===== config.mk =====
export PLATFORM = sky130hd
export DESIGN_NAME = seq_div_16by8
export DESIGN_NICKNAME = d
export VERILOG_FILES = /design/src/rtl/seq_div_16by8.sv
export SDC_FILE = /design/constraint.sdc
export NUM_CORES = 1
export LEC_CHECK = 0
export ABC_CLOCK_PERIOD_IN_PS = 4200
export CORE_MARGIN = 4
export CORE_UTILIZATION = 59
export DETAILED_ROUTE_END_ITERATION = 10
export GPL_TIMING_DRIVEN = 0
export PLACE_DENSITY = 0.87
export SLEW_MARGIN = 10
export SYNTH_ARGS = -nofsm -noshare
export SYNTH_HDL_FRONTEND = slang
export SYNTH_SLANG_ARGS = --single-unit

===== constraint.sdc =====
create_clock -name clk -period 4.2 [get_ports clk]
set_input_delay 0.42 -clock clk [delete_from_list [all_inputs] [get_ports clk]]
set_output_delay 0.42 -clock clk [all_outputs]
set_load 0.01 [all_outputs]

===== src/rtl/seq_div_16by8.sv =====
// Restoring 16/8 divider, one quotient bit per clock; start/done handshake, start ignored unless idle.
// Latency 16 cycles from accepted start to done (1 cycle for b==0 or a<b when DIV_FAST_EXIT_EN is defined).
// No queuing: start while busy or in done is dropped; quo/rem/dz hold until the next done.
module seq_div_16by8 (
  input  logic        clk,
  input  logic        rst,
  input  logic        start,
  input  logic [15:0] a,
  input  logic [7:0]  b,
  output logic        busy,
  output logic        done,
  output logic [15:0] quo,
  output logic [7:0]  rem,
  output logic        dz
);

  typedef enum logic [1:0] {IDLE, CALC, DONE} state_t;

  state_t      state, state_nxt;
  logic [15:0] dvd;
  logic [7:0]  dvs;
  logic [7:0]  pr;
  logic [3:0]  cnt;
  logic [15:0] q;

  logic [8:0]  shifted;
  logic        fit;
  logic [7:0]  pr_nxt;
  logic [15:0] q_nxt;
  logic        fast_exit;

  // Partial remainder stays below the divisor, so an 8-bit difference is exact whenever it fits.
  always_comb begin
    shifted    = {pr, dvd[cnt]};
    fit        = (shifted >= {1'b0, dvs});
    pr_nxt     = fit ? (shifted[7:0] - dvs) : shifted[7:0];
    q_nxt      = q;
    q_nxt[cnt] = fit;
  end

`ifdef DIV_FAST_EXIT_EN
  assign fast_exit = (b == 8'h00) || (a < {8'h00, b});
`else
  assign fast_exit = 1'b0;
`endif

  always_comb begin
    state_nxt = state;
    busy      = 1'b0;
    done      = 1'b0;
    case (state)
      IDLE: if (start) state_nxt = fast_exit ? DONE : CALC;
      CALC: begin
        busy = 1'b1;
        if (cnt == 4'd0) state_nxt = DONE;
      end
      DONE: begin
        done      = 1'b1;
        state_nxt = IDLE;
      end
      default: state_nxt = IDLE;
    endcase
  end

  always_ff @(posedge clk) begin
    if (rst) state <= IDLE;
    else     state <= state_nxt;
  end

  always_ff @(posedge clk) begin
    if (rst) begin
      dvd <= '0;
      dvs <= '0;
      pr  <= '0;
      cnt <= '0;
      q   <= '0;
      quo <= '0;
      rem <= '0;
      dz  <= 1'b0;
    end else begin
      case (state)
        IDLE: begin
          if (start) begin
            dvd <= a;
            dvs <= b;
            pr  <= '0;
            cnt <= 4'd15;
            q   <= '0;
            if (fast_exit) begin
              quo <= (b == 8'h00) ? 16'hFFFF : 16'h0000;
              rem <= a[7:0];
              dz  <= (b == 8'h00);
            end
          end
        end
        CALC: begin
          pr  <= pr_nxt;
          q   <= q_nxt;
          cnt <= cnt - 4'd1;
          // Divide-by-zero still runs the full sequence; results are overridden at the end.
          if (cnt == 4'd0) begin
            quo <= (dvs == 8'h00) ? 16'hFFFF : q_nxt;
            rem <= (dvs == 8'h00) ? dvd[7:0] : pr_nxt;
            dz  <= (dvs == 8'h00);
          end
        end
        default: ;
      endcase
    end
  end

endmodule


== Yosys cells after proc, flatten, opt, wreduce, memory -nomap -nowiden ==
Cells that the tools add are included.

* Reductions and logical operators: 9
* Mux-type cells: 19
* Magnitude comparators: 3
* Equality and inequality tests: 4
* Add/sub/neg operators: 2

{| class="wikitable"
|+ Operator list
! kind !! count
|-
| 16-bit two-way mux || 2
|-
| 16-bit one-hot mux with 2 select lines || 1
|-
| 8-bit two-way mux || 3
|-
| 16-bit bitwise mux || 1
|-
| 8-bit one-hot mux with 2 select lines || 1
|-
| 9-bit by 8-bit >= comparator with 1-bit output || 1
|-
| 8-bit logical NOT || 1
|-
| 4-bit one-hot mux with 2 select lines || 1
|-
| 2-bit AND reduction || 4
|-
| 8-bit subtractor || 1
|-
| 4-bit by 5-bit less-than comparator with 1-bit output (second input constant) || 1
|-
| 1-bit binary-select mux with 4-bit select || 1
|-
| 1-bit demux with 4-bit select || 1
|-
| 4-bit by 1-bit >= comparator with 1-bit output (second input constant) || 1
|-
| 4-bit logical NOT || 1
|-
| 1-bit two-way mux || 4
|-
| 2-bit two-way mux || 2
|-
| 4-bit two-way mux || 1
|-
| 2-bit inequality test (second input constant) || 2
|-
| 2-bit one-hot mux with 2 select lines || 1
|-
| 4-bit by 1-bit subtractor with 4-bit output (second input constant) || 1
|-
| 2-bit by 1-bit == test with 1-bit output (second input constant) || 1
|-
| 2-bit == test (second input constant) || 1
|-
| 2-bit logical NOT || 1
|-
| other kinds (2) || 2
|}

* Input port bits: 27
* Word-level logic and storage cells: 46
* Output and inout port bits: 27
* Register bits after elaboration: 79

== Logic depth before layout (Yosys ltp) ==
* Depth in word-level cells: 6
* Mapped depth: 12
* Mapped depth without buffers: 11

== Worst setup path after synthesis ==
Ideal clock, no wire load.

* Path type: reg2reg
* Start point: register cnt[0]
* End point: register pr[0]
* Setup time: 0.087 ns
* Arrival time: 2.661 ns
* Setup slack: 1.452 ns
* Cell stages (with the launch flop): 12
* Path buffers: 1
* Clock period less this slack: 2.748 ns
* Data required time: 4.113 ns
* Cells stage by stage: dfxtp_1 -> buf_4 -> mux4_2 -> a22oi_1 -> and3_1 -> ha_1 -> nand3_1 -> nand2_1 -> o221a_4 -> nor2_4 -> mux2_2 -> o31ai_1

* Cells in the longest elaborated chain, start to end: 5
* Elaborated cells on any way between the ends: 6
* Classes of those cells: add/sub (1); order compare (1); mux (4)

{| class="wikitable"
|+ Ends and longest elaborated chain
! item !! line !! RTL
|-
| start, declared || 23 || <nowiki>logic [3:0] cnt;</nowiki>
|-
| start signal, assigned || 99 || <nowiki>cnt <= cnt - 4'd1;</nowiki>
|-
| 1-bit binary-select mux with 4-bit select * || 34 || <nowiki>shifted = {pr, dvd[cnt]};</nowiki>
|-
| 1-bit two-way mux (implied by the code) * || 34 ||
|-
| 8-bit subtractor or 9-bit by 8-bit >= comparator with 1-bit output (tied branches) || 36, 35 ||
|-
| 8-bit two-way mux * || 36 || <nowiki>pr_nxt = fit ? (shifted[7:0] - dvs) : shifted[7:0];</nowiki>
|-
| 8-bit one-hot mux with 2 select lines * || 81 || <nowiki>case (state)</nowiki>
|-
| end signal, assigned || 97 || <nowiki>pr <= pr_nxt;</nowiki>
|-
| end, declared || 22 || <nowiki>logic [7:0] pr;</nowiki>
|}

Mark *: on every way between the ends. The rest lies on a longest branch, timed or not. The select of a mux whose other input is x is not followed.
A chain may end at the register's enable or synchronous reset.

== Final worst setup path ==
* Start point: register cnt[0]
* End point: register quo[6]

* Cells in the longest elaborated chain, start to end: 6
* Elaborated cells on any way between the ends: 12
* Classes of those cells: order compare (3); mux (6); reduce/logical (3)

{| class="wikitable"
|+ Ends and longest elaborated chain
! item !! line !! RTL
|-
| parallel branches: the longest is 6 deep, another holds 9-bit by 8-bit >= comparator with 1-bit output || -- ||
|-
| end signal, assigned || 90 || <nowiki>quo <= (b == 8'h00) ? 16'hFFFF : 16'h0000;</nowiki>
|-
| end signal, assigned || 102 || <nowiki>quo <= (dvs == 8'h00) ? 16'hFFFF : q_nxt;</nowiki>
|-
| end, declared || 12 || <nowiki>output logic [15:0] quo,</nowiki>
|}

Parallel ways; which one is timed is not known. The select of a mux whose other input is x is not followed.

==> results.md <==
* Reg2reg start: cnt[0]$_SDFFE_PP0P_
* Die width at a little under 90 microns
* Root Driver: clkbuf_8
* Mapped Cells at about 500
* Final Max Tran Viols at 0
* CTS buffer count at 9
* Hold Slack at about 460 ps
* Setup Skew at ~6.0 ps
* Count of flip-flops with a built-in enable after synthesis at 0
* Main flop type after synthesis: dfxtp_1
* Netlist cell types at 56
* Number of global-route vias before repair at around 3500
* Dominant cells by area after synthesis: dfxtp_1 (40%), a21oi_1 (12%), nand2_1 (7.3%)
* Post-Syn Nets at ~540
* Final Hold Vio Count at 0
* Hold_sp: dvd[11]$_SDFFE_PP0P_
* Clock power frac at approximately a quarter
* Top-area cell type share of the netlist area at around two fifths
* Switching share of power at 35.9%
* Fin util at approximately 74%
* Max-cap violation count at 0
* Postcts setup bufs at 0
* Synth async-reset ratio at 0%
* CTS Sinks at 78
* Routed wire per std cell at between 15 and 20 microns
* Via count at between 3000 and 4000
* Flops & latches, synth at just under 80
* Area grow syn2layout at 20.8%
* Fin crit share at approximately four fifths
* Height of the die at around 90 microns
* Post-Syn Area at 0.00392 sq mm
* Worst-skew pair later-pin latency at between 300 and 400 ps
* Crit path time final at roughly 3300 ps
* Comb power frac at between 30% and 40%
* CTS-repair resized insts at 0
* N_diodes at 0
* HP Class: flip-flop to flip-flop
* Internal Power at between 1 and 1.5 mW
* Drt total wl at between 10000 and 15000 microns
* Initial Utilization at between 60% and 70%
* Critical path startpoint category: flip-flop
* Endpoints failing setup at 0
* Layout cells sized above 1 at between 7 and 8%
* Reg2reg setup slack at between 800 and 900 ps
* Status: finished clean
* Register area share after synthesis at between 30 and 40%
* Drt pass-1 iters at 5
* Filler cells at between 400 and 500
* CP max FO at 10
* Worst-margin pin slew at around 590 ps
* DRC Markers at 0
* Max transition margin at around three fifths
* Die ar. at 0.00802 sq mm
* P_sw at between 0.7 and 0.8 mW
* RSZ-0062 raised after global routing: false
* H-tree depth at 3
* Post-DP HPWL at slightly below 8000 microns
* Sequential power share at between 30 and 40%
* Max VDD drop at 0.000274 V
* Worst-path clk slew at 80 ps
* GR Overflow Total at 0
* Setup TNS at 0 ps
* Iter 0 DRT Violations at about 320
* Fmax at roughly 300 MHz
* Maximum root-to-sink buffer count at 2
* Final-stage net count at 600
* PD cells at 464 mW/mm^2
* Standard-cell row count at 29
* Antenna violations before repair at 0
* Critical Path AT at between 3000 and 4000 ps
* Required time worst endpoint at around 4400 ps
* Kind of end point of the critical path: flip-flop
* Largest net degree at the start of global routing at 13
* Number of buffers added on ports at 52
* CP startpoint: cnt[0]$_SDFFE_PP0P_
* Core ar. at ~0.0064 sq mm
* Yosys warning count at 0
* First-pass GRT wire length at roughly 17000 microns
* GRT Total Usage at approximately 27%
* Vias per cell at 6.05
* WS Path Type: flip-flop to flip-flop
* CTS tree: built
* Post-route ant nets at 0
* Cts hold-fix bufs at 0
* Leak Pwr at about 1.7 nW
* Mean Syn Cell Area at around 7.9 sq um
* Routability cong. at between 0.9 and 1
* Dominant cell type by area after synthesis: dfxtp_1
* IO Pins at 54
synth_stat cells, types with 2 or more instances:
master and number:
a211oi_1 21, a21oi_1 92, mux4_2 4, nor3_1 4
ha_1 14, or3_1 5, a21o_1 4, nor2_1 39
o211ai_1 4, o21ai_0 25, clkbuf_1 28, o22ai_1 3
dfxtp_1 78, buf_2 10, o31ai_1 2, nor3b_1 2
nand2_1 76, and2_1 2, nor2b_1 7, and3_1 6
inv_1 11, nand3b_1 5, nor4_1 2, a311oi_1 2
nand3_1 18
flip-flops by register name, summed over array words and instances, names as in the netlist:
name,cells
cnt,4
dvd,16
dvs,8
dz,1
pr,8
q,15
quo,16
rem,8
state,2
power by group through the flow:
stage / clock, mW / sequential, mW / combinational [mW]
6_report: 0.565 / 0.836 / 0.798
2_1_floorplan: 0 / 0.848 / 0.555
3_3_place_gp: 0 / 0.848 / 0.755
3_5_place_dp: 0 / 0.852 / 0.776
5_1_grt: 0.599 / 0.842 / 0.869
4_1_cts: 0.567 / 0.835 / 0.782
through the flow:
step,setup slack [ps],std cells,area [sq um],power (mW)
CTS,934,639,4740,2.18
global placement,1020,624,4540,1.60
global route,669,639,4740,2.31
finish,881,639,4740,2.20
detailed placement,996,624,4540,1.63
floorplan,1450,495,3920,1.40
critical path: stages, from the launching register on:
cell and delay (ps):
dfxtp_1 370, buf_4 200, mux4_2 530, a22oi_1 170, and3_1 270, ha_1 300
nand3_1 90, nand2_1 90, o221ai_2 440, buf_2 310, a21oi_1 90, a21oi_1 200
a211oi_1 110
metal layers:
metal  routed length [microns]  global-route usage (%)  vias to the layer above
met5                         0                       0                        -
met4                       218                    11.1                        0
met3                       859                    4.61                       23
met2                      4640                    41.0                      198
met1                      4700                    37.9                     1767
li1                          -                       -                     1879
cell type report:
class                   instances  area (sq um)  area share (%)
plain buffers                  39           163            3.43
clock buffers                  12           155            3.27
clock inverters                 3          43.8           0.924
inverters                      11          41.3           0.871
multi-input cells             367          2160            45.5
flip-flops and latches         78          1560            33.0
well taps                      77          96.3            2.03
repair buffers                 52           520            11.0
path summary, 6_finish.rpt:
check / end / cells past startpoint
setup / recovery: quo[6]$_SDFFE_PP0P_ / 12
hold / removal: dvd[11]$_SDFFE_PP0P_ / 2
setup reg to reg: quo[6]$_SDFFE_PP0P_ / 12
hold reg to reg: dvd[11]$_SDFFE_PP0P_ / 2
logic make-up (layout without fill, tap and decap cells):
| family | count (synthesis) | in the layout | share of synthesized area, % |
|---|---|---|---|
| XOR/XNOR | 1 | 1 | 0.223 |
| flip-flops | 78 | 78 | 39.8 |
| AO/OA/AOI/OAI | 174 | 174 | 27.2 |
| buffers and inverters | 50 | 117 | 5.20 |
| adder cells (fa/ha/maj) | 15 | 15 | 4.98 |
| multiplexers | 5 | 5 | 2.58 |
| AND/OR/NAND/NOR | 172 | 172 | 20.0 |
layout by cell type (no fill, tap or decap), types with 3 or more instances in the layout:
cell type        netlist  layout
or3_1                  5       5
dfxtp_1               78      78
a21oi_1               92      92
o211ai_1               4       4
clkdlybuf4s50_1        0      52
nand3_1               18      18
a21o_1                 4       4
mux4_2                 4       4
clkbuf_1              28      29
nor2_1                39      39
o21ai_0               25      25
o22ai_1                3       3
buf_2                 10      10
a211oi_1              21      21
nor2b_1                7       7
clkbuf_8               0      11
and3_1                 6       6
nand3b_1               5       5
inv_1                 11      11
ha_1                  14      14
nand2_1               76      76
nor3_1                 4       4
No activity file was read; power rests on OpenSTA's default activity.
